===== src/rtl/velocity_cell_writer.sv =====
// Write-side controller for one cell's velocity RAM: streams particles to
// addresses 1..N in arrival order, then writes the count N to address 0.
module velocity_cell_writer #(
  parameter int DATA_WIDTH   = 96,
  parameter int PARTICLE_NUM = 220,
  parameter int ADDR_WIDTH   = 8
) (
  input  logic                  clk,
  input  logic                  rst,
  input  logic                  start,
  input  logic                  in_valid,
  input  logic [DATA_WIDTH-1:0] in_data,
  input  logic                  in_end,
  output logic                  in_ready,
  output logic [ADDR_WIDTH-1:0] mem_address,
  output logic [DATA_WIDTH-1:0] mem_data,
  output logic                  mem_wren,
  output logic                  mem_rden,
  output logic                  busy,
  output logic                  done,
  output logic                  overflow,
  output logic [ADDR_WIDTH-1:0] particle_count
);

  typedef enum logic [1:0] {IDLE, STREAM, WR_CNT, DONE} state_t;

  localparam logic [ADDR_WIDTH-1:0] MAX_CNT = ADDR_WIDTH'(PARTICLE_NUM - 1);

  state_t                state_q, state_d;
  logic                  cnt_written_q, cnt_written_d;
  logic [ADDR_WIDTH-1:0] addr_q, addr_d;
  logic [DATA_WIDTH-1:0] data_q, data_d;
  logic                  wren_q, wren_d;
  logic                  ready_q, ready_d;
  logic                  busy_q, busy_d;
  logic                  done_q, done_d;
  logic                  ovf_q, ovf_d;
  logic [ADDR_WIDTH-1:0] count_q, count_d;

  logic beat, end_acc, room, write_beat;

  assign beat       = (state_q == STREAM) && in_valid;
  assign end_acc    = (state_q == STREAM) && in_end;
  assign room       = count_q < MAX_CNT;
  assign write_beat = beat && room;

  // NOTE: non-blocking assignments keep every register updating from the
  // pre-edge values, so the ordering of statements here cannot matter.
  always_ff @(posedge clk or posedge rst) begin
    if (rst) begin
      state_q       <= IDLE;
      cnt_written_q <= 1'b0;
    end else begin
      state_q       <= state_d;
      cnt_written_q <= cnt_written_d;
    end
  end

  // A count word written in the same edge as in_end skips the WR_CNT write.
  always_comb begin
    state_d       = state_q;
    cnt_written_d = cnt_written_q;
    unique case (state_q)
      IDLE:   if (start) begin
                state_d       = STREAM;
                cnt_written_d = 1'b0;
              end
      STREAM: if (in_end) begin
                state_d       = WR_CNT;
                cnt_written_d = !write_beat;
              end
      WR_CNT: if (cnt_written_q) state_d = DONE;
              else               cnt_written_d = 1'b1;
      DONE:   state_d = IDLE;
      default: state_d = IDLE;
    endcase
  end

  // NOTE: every _d gets a default first so no path leaves it unassigned,
  // which would otherwise infer a latch.
  always_comb begin
    addr_d  = addr_q;
    data_d  = data_q;
    wren_d  = 1'b0;
    ready_d = ready_q;
    busy_d  = busy_q;
    done_d  = 1'b0;
    ovf_d   = ovf_q;
    count_d = count_q;
    unique case (state_q)
      IDLE: if (start) begin
        count_d = '0;
        ovf_d   = 1'b0;
        busy_d  = 1'b1;
        ready_d = 1'b1;
      end
      STREAM: begin
        if (write_beat) begin
          wren_d  = 1'b1;
          addr_d  = count_q + ADDR_WIDTH'(1);
          data_d  = in_data;
          count_d = count_q + ADDR_WIDTH'(1);
        end else if (beat) begin
          ovf_d = 1'b1;
        end
        if (end_acc) begin
          ready_d = 1'b0;
          if (!write_beat) begin
            wren_d = 1'b1;
            addr_d = '0;
            data_d = {{(DATA_WIDTH-ADDR_WIDTH){1'b0}}, count_q};
          end
        end
      end
      WR_CNT: begin
        if (!cnt_written_q) begin
          wren_d = 1'b1;
          addr_d = '0;
          data_d = {{(DATA_WIDTH-ADDR_WIDTH){1'b0}}, count_q};
        end else begin
          busy_d = 1'b0;
          done_d = 1'b1;
        end
      end
      DONE: ;
      default: ;
    endcase
  end

  always_ff @(posedge clk or posedge rst) begin
    if (rst) begin
      addr_q  <= '0;
      data_q  <= '0;
      wren_q  <= 1'b0;
      ready_q <= 1'b0;
      busy_q  <= 1'b0;
      done_q  <= 1'b0;
      ovf_q   <= 1'b0;
      count_q <= '0;
    end else begin
      addr_q  <= addr_d;
      data_q  <= data_d;
      wren_q  <= wren_d;
      ready_q <= ready_d;
      busy_q  <= busy_d;
      done_q  <= done_d;
      ovf_q   <= ovf_d;
      count_q <= count_d;
    end
  end

  assign mem_address    = addr_q;
  assign mem_data       = data_q;
  assign mem_wren       = wren_q;
  assign mem_rden       = 1'b0;
  assign in_ready       = ready_q;
  assign busy           = busy_q;
  assign done           = done_q;
  assign overflow       = ovf_q;
  assign particle_count = count_q;

endmodule

===== config.mk =====
export PLATFORM = sky130hd
export DESIGN_NAME = velocity_cell_writer
export DESIGN_NICKNAME = d
export VERILOG_FILES = /design/src/rtl/velocity_cell_writer.sv
export SDC_FILE = /design/constraint.sdc
export NUM_CORES = 1
export LEC_CHECK = 0
export ABC_AREA = 1
export CAP_MARGIN = 20
export CORE_MARGIN = 2
export CORE_UTILIZATION = 25
export CTS_CLUSTER_SIZE = 14
export DETAILED_ROUTE_END_ITERATION = 10
export PLACE_DENSITY = 0.51
export SLEW_MARGIN = 20
export SYNTH_ARGS = -nofsm -noshare
export SYNTH_HDL_FRONTEND = slang
export SYNTH_SLANG_ARGS = --single-unit

===== constraint.sdc =====
create_clock -name clk -period 4.1 [get_ports clk]
set_clock_uncertainty 0.1 [all_clocks]
set_input_delay 0.615 -clock clk [delete_from_list [all_inputs] [get_ports clk]]
set_output_delay 0.615 -clock clk [all_outputs]
set_load 0.01 [all_outputs]

After elaboration in Yosys (flattened, before gate mapping)
Index checks and enable logic that the tools add are counted.
Operators by class
  order comparisons: 1
  $add $sub $neg: 1
  eq/ne operators: 11
  muxes and demuxes: 35
  reduce and logical (&&, ||, !) cells: 16
Operators with widths (count)
  two-way mux 96 bit: 4
  case mux 96 bit (2 select lines): 1
  two-way mux 8 bit: 6
  case mux 8 bit (2 select lines): 2
  != test 2 bit (second input constant): 8
  AND reduction 3 bit: 5
  two-way mux 1 bit: 13
  adder 8 x 1 -> 8 bit (second input constant): 1
  less-than comparator 8 bit (second input constant): 1
  case mux 1 bit (2 select lines): 4
  case mux 2 bit (4 select lines): 1
  two-way mux 2 bit: 3
  nonzero test 2 bit: 3
  == test 2 bit (second input constant): 2
  AND reduction 4 bit: 1
  logical AND 1 bit: 3
  case mux 1 bit (3 select lines): 1
  nonzero test 3 bit: 1
  == test 2 x 1 -> 1 bit (second input constant): 1
  logical NOT 2 bit: 1
  AND reduction 2 bit: 1
  logical NOT 1 bit: 1
Storage, ports and cells
  register bits: 120
  logic and storage cells: 74
  output and inout bits: 118
  input port bits: 101

Logic depth before layout (Yosys ltp)
  depth in word-level cells: 7
  depth in mapped cells: 13
  mapped depth without buffers: 11

Worst setup path before layout
Ideal clock, no wire load.
  path kind: reg-to-reg
  start point: reg state_q[0]
  end point: reg addr_q[3], in the netlist mem_address[3]
  library setup time: 0.065 ns
  period minus slack after synthesis: 1.791 ns
  slack: 2.309 ns
  arrival time: 1.626 ns
  data required time: 3.935 ns
  path buffers: 2
  stages on the path, launching flop included: 11
  cell sequence: dfrtp_1 > inv_1 > ha_1 > inv_2 > nor2_4 > nand2_2 > nor2_8 > buf_6 > buf_6 > nand2_1 > nand2_1
Between the ends
  cells in the longest elaborated chain, start to end: 7
  elaborated cells on any way between the ends: 12
  those cells by class: eq/ne (3); mux (4); reduce/logical (5)
Ends and longest elaborated chain
  from (decl): RTL line 29  | state_t state_q, state_d;
  from (signal assigned): RTL line 54  | state_q <= state_d;
  == test 2 x 1 -> 1 bit: RTL line 42, 43, 90
  logical AND 1 bit: RTL line 42  | assign beat = (state_q == STREAM) && in_valid;
  logical AND 1 bit: RTL line 45  | assign write_beat = beat && room;
  two-way mux 8 bit: RTL line 98  | if (write_beat) begin
  two-way mux 8 bit: RTL line 108  | if (!write_beat) begin
  two-way mux 8 bit: RTL line 106  | if (end_acc) begin
  case mux 8 bit (2 select lines): RTL line 90  | unique case (state_q)
  to (signal assigned): RTL line 141  | addr_q <= addr_d;
  to (decl): RTL line 31  | logic [ADDR_WIDTH-1:0] addr_q, addr_d;
Parallel ways exist; a longest one is shown, timed or not.
A chain may end at the register's enable or synchronous reset.

Worst setup path in the final report
  start point: reg count_q[0], in the netlist particle_count[0]
  end point: reg data_q[55], in the netlist mem_data[55]
Between the ends
  cells in the longest elaborated chain, start to end: 6
Ends and longest elaborated chain
  from (decl): RTL line 38  | logic [ADDR_WIDTH-1:0] count_q, count_d;
  from (signal assigned): RTL line 148  | count_q <= count_d;
  less-than comparator 8 bit (*): RTL line 44  | assign room = count_q < MAX_CNT;
  logical AND 1 bit (*): RTL line 45
  two-way mux 96 bit: RTL line 98
  two-way mux 96 bit: RTL line 108
  two-way mux 96 bit (*): RTL line 106
  case mux 96 bit (2 select lines) (*): RTL line 90
  to (signal assigned): RTL line 142  | data_q <= data_d;
  to (decl): RTL line 32  | logic [DATA_WIDTH-1:0] data_q, data_d;
Mark *: on every way between the ends. The rest lies on a longest branch, timed or not.

==> impl_metrics.py <==
metrics = {
    "placement": {
        "dp_hpwl_mm": 10.8,
        "place.gp.congestion": 0.767,
        "portBuffers": 217,
    },
    "synthesis": {
        "ys_seq_area_share_pct": 58.6,
        "synth_top_family_by_area": "simple AND/OR/NAND/NOR gates",
        "yosys.area.top_type_share_pct": 58.6,
        "synth_compound_area_share_pct": 4.88,
        "synthesis.area_um2": 5120,
        "async_flop_share_pct": 100,
        "yosys.area_share.simple_pct": 28.1,
        "syn_inst": 611,
        "synth_seq_cells": 120,
        "synthFlopType": "dfrtp_1",
        "ys_warn_count": 0,
        "synth_area_leaders": "dfrtp_1 (59%), nand2_1 (25%), o21ai_0 (2.9%)",
        "ys_types": 23,
        "synthXorXnorAreaFrac_pct": 0.513,
        "syn_nets": 718,
        "syn_area_per_cell_um2": 8.39,
        "synthAdderAreaFrac_pct": 1.46,
        "synth-edff-count": 0,
        "synth.largest_area_cell": "dfrtp_1",
        "synthMuxAreaShare_pct": 0,
    },
    "drt": {
        "ant_nets": 0,
        "wl_per_cell_um": 14.1,
        "via_per_inst": 4.13,
        "drcViolationCount": 0,
        "drt_iter0_drc": 250,
        "num_vias": 4598,
        "postRouteWirelength_mm": 15.7,
        "first_pass_iters": 4,
    },
    "sta": {
        "fmax_mhz": 381,
        "hold_ws_ns": 0.365,
        "hold_viol": 0,
        "fin_crit_sh_pct": 64.1,
        "slew_headroom_pct": 41.3,
        "slew_violations": 0,
        "worst_pin_slew_ns": 0.881,
        "fin_setup_tns_ns": 0,
        "min_period_ns": 2.63,
        "rsz0062_at_grt": "no",
        "finalSetupViolCount": 0,
    },
    "clocking": {
        "cts_made_buffers": 17,
        "worstSkewPairLatency_ns": 0.41,
        "cts_resized": 0,
        "postCtsSetupBuffers": 0,
        "htreeDepth": 4,
        "clk_path_buf_depth": 2,
        "root_buffer": "clkbuf_16",
        "clk_pin_slew_ns": 0.06,
        "clkSinkCount": 120,
        "tritoncts": "done",
        "hold_buffers": 0,
    },
    "setup_path": {
        "path_class": "flop to flop",
        "arrival_ns": 2.87,
        "crit_slowest_cell": "nor2_8",
        "path_max_fanout": 50,
        "path_common_cell": "nand2_1",
        "worstSetupStartpointType": "flop",
        "cp.required_ns": 4.35,
        "slowest_delay_ns": 0.52,
        "path_cells": "ha_1 > inv_1 > nand2_1 > nand2_1 > nand2_1 > nand2_2 > nand2_1 > buf_4 > nor2_8 > buf_12 > nand2_1 > nand2_1",
        "cp-end-kind": "flop",
    },
    "pwr": {
        "peakVddDrop_uv": 314,
        "p_switching_mw": 2.06,
        "power_leakage_nw": 3.99,
        "power.density_nw_per_um2": 684,
        "power.clock.fraction_pct": 26.2,
        "seqPwrFrac_pct": 32.2,
        "p_comb_share_pct": 41.7,
        "switching_share_pct": 37.1,
        "p_int_mw": 3.49,
    },
    "floorplan": {
        "core_area_um2": 20200,
        "die-area_um2": 21700,
        "rows": 52,
        "die_h_um": 147,
        "die_w_um": 147,
        "initial_core_util_pct": 25.4,
        "ios": 219,
    },
    "global_route": {
        "track_usage_pct": 14.7,
        "grt_pass1_vias": 4462,
        "grt_max_degree": 69,
        "overflow": 0,
        "grt_pass1_wl_mm": 24.7,
        "grt_antenna_before_repair": 2,
    },
    "cells_and_area": {
        "drive_gt1_share_pct": 5.48,
        "fin_nets": 934,
        "seq_area_um2": 3000,
        "fill_cells": 2054,
        "multiInputGateArea_um2": 1800,
        "area_growth_pct": 58.3,
    },
    "job": {
        "max-cap-violations": 0,
    },
    "hold_path": {
        "hold_class": "flop to flop",
    },
    "status": {
        "status": "finished, final reports clean",
    },
}
## critical path, delay by kind of cell, from the launching register on
family,cells,cell delay [ns]
buffers and inverters,3,0.61
and+or+nand+nor,8,1.13
adders and majority gates,1,0.24
DFF,1,0.44
## synthesized netlist by cell type, drive strengths merged (3+ instances only)
master and number:
nand2 339, dfrtp 120, inv 40, o21ai 30
buf 23, nor2 15, nand3 12, a21oi 10
ha 6, o21bai 5, nor3 3, xor2 3
## cell usage in the layout, fill, tap and decap left out, types with 3 or more instances in the layout
| cell type | n |
|---|---|
| buf_12 | 3 |
| clkbuf_16 | 17 |
| inv_1 | 35 |
| nor2_1 | 13 |
| nand2_1 | 336 |
| nand3_1 | 12 |
| a21oi_1 | 10 |
| ha_1 | 6 |
| dfrtp_1 | 120 |
| xor2_1 | 3 |
| o21bai_1 | 5 |
| nor3_1 | 3 |
| clkinvlp_4 | 6 |
| inv_2 | 4 |
| inv_6 | 3 |
| o21ai_0 | 30 |
| clkdlybuf4s50_1 | 217 |
## per-layer routing
metal | share of wire (%) | GRT usage (%)
met4 | 0.96 | 3.99
met2 | 44 | 21.2
met5 | 0 | 0
met1 | 47 | 20.6
met3 | 8.0 | 5.53
## stage by stage
step	std cells	cell area, um2	setup slack (ns)	power, mW	util (%)
CTS	1110	8110	1.43	5.65	40.2
floorplan	611	5120	0.199	3.02	-
global route	1111	8110	1.17	5.98	40.2
global placement	1078	7530	1.20	4.15	37.4
finish	1112	8110	1.47	5.55	40.2
detailed placement	1078	7530	1.18	4.16	37.4
## registers in the layout (all words and copies together), names as in the netlist
register / cells
mem_address: 8
mem_wren: 1
state_q: 2
in_ready: 1
particle_count: 8
done: 1
mem_data: 96
busy: 1
cnt_written_q: 1
overflow: 1
## power groups by stage
| stage | registers, mW | logic, mW | clock network [mW] |
|---|---|---|---|
| after CTS | 1.79 | 2.36 | 1.50 |
| final | 1.78 | 2.31 | 1.45 |
| after detailed placement | 1.80 | 2.35 | 0 |
| after global placement | 1.80 | 2.36 | 0 |
| after floorplan | 1.95 | 1.07 | 0 |
| after global routing | 1.84 | 2.58 | 1.56 |
## final cells by class
| cell class | count | area share [%] |
|---|---|---|
| clock inverters | 13 | 1.48 |
| repair buffers | 221 | 27.6 |
| multi-input cells | 427 | 22.2 |
| clock buffers | 19 | 5.58 |
| flip-flops and latches | 120 | 37.0 |
| inverters | 40 | 1.88 |
| well taps | 270 | 4.16 |
| diodes | 2 | 0.0617 |
## logic make-up (layout without fill, tap and decap cells)
group,Yosys count,after routing
compound gates,47,47
buf+inv,64,293
xor+xnor,3,3
simple gates,370,370
other cells,1,3
fa+ha+maj,6,6
flops,120,120
## final timing paths
check	startpoint	slack, ns	cells past startpoint	endpoint
setup / recovery	particle_count[0]	1.47	12	mem_data[55]
hold / removal	mem_data[91]	0.36	2	mem_data[91]
setup reg to reg	particle_count[0]	1.47	12	mem_data[55]
hold reg to reg	mem_data[91]	0.36	2	mem_data[91]
max in group asynchronous	rst	2.43	3	mem_data[5]
min in group asynchronous	rst	0.64	2	mem_data[33]
Power figures use the tool's default switching activity.
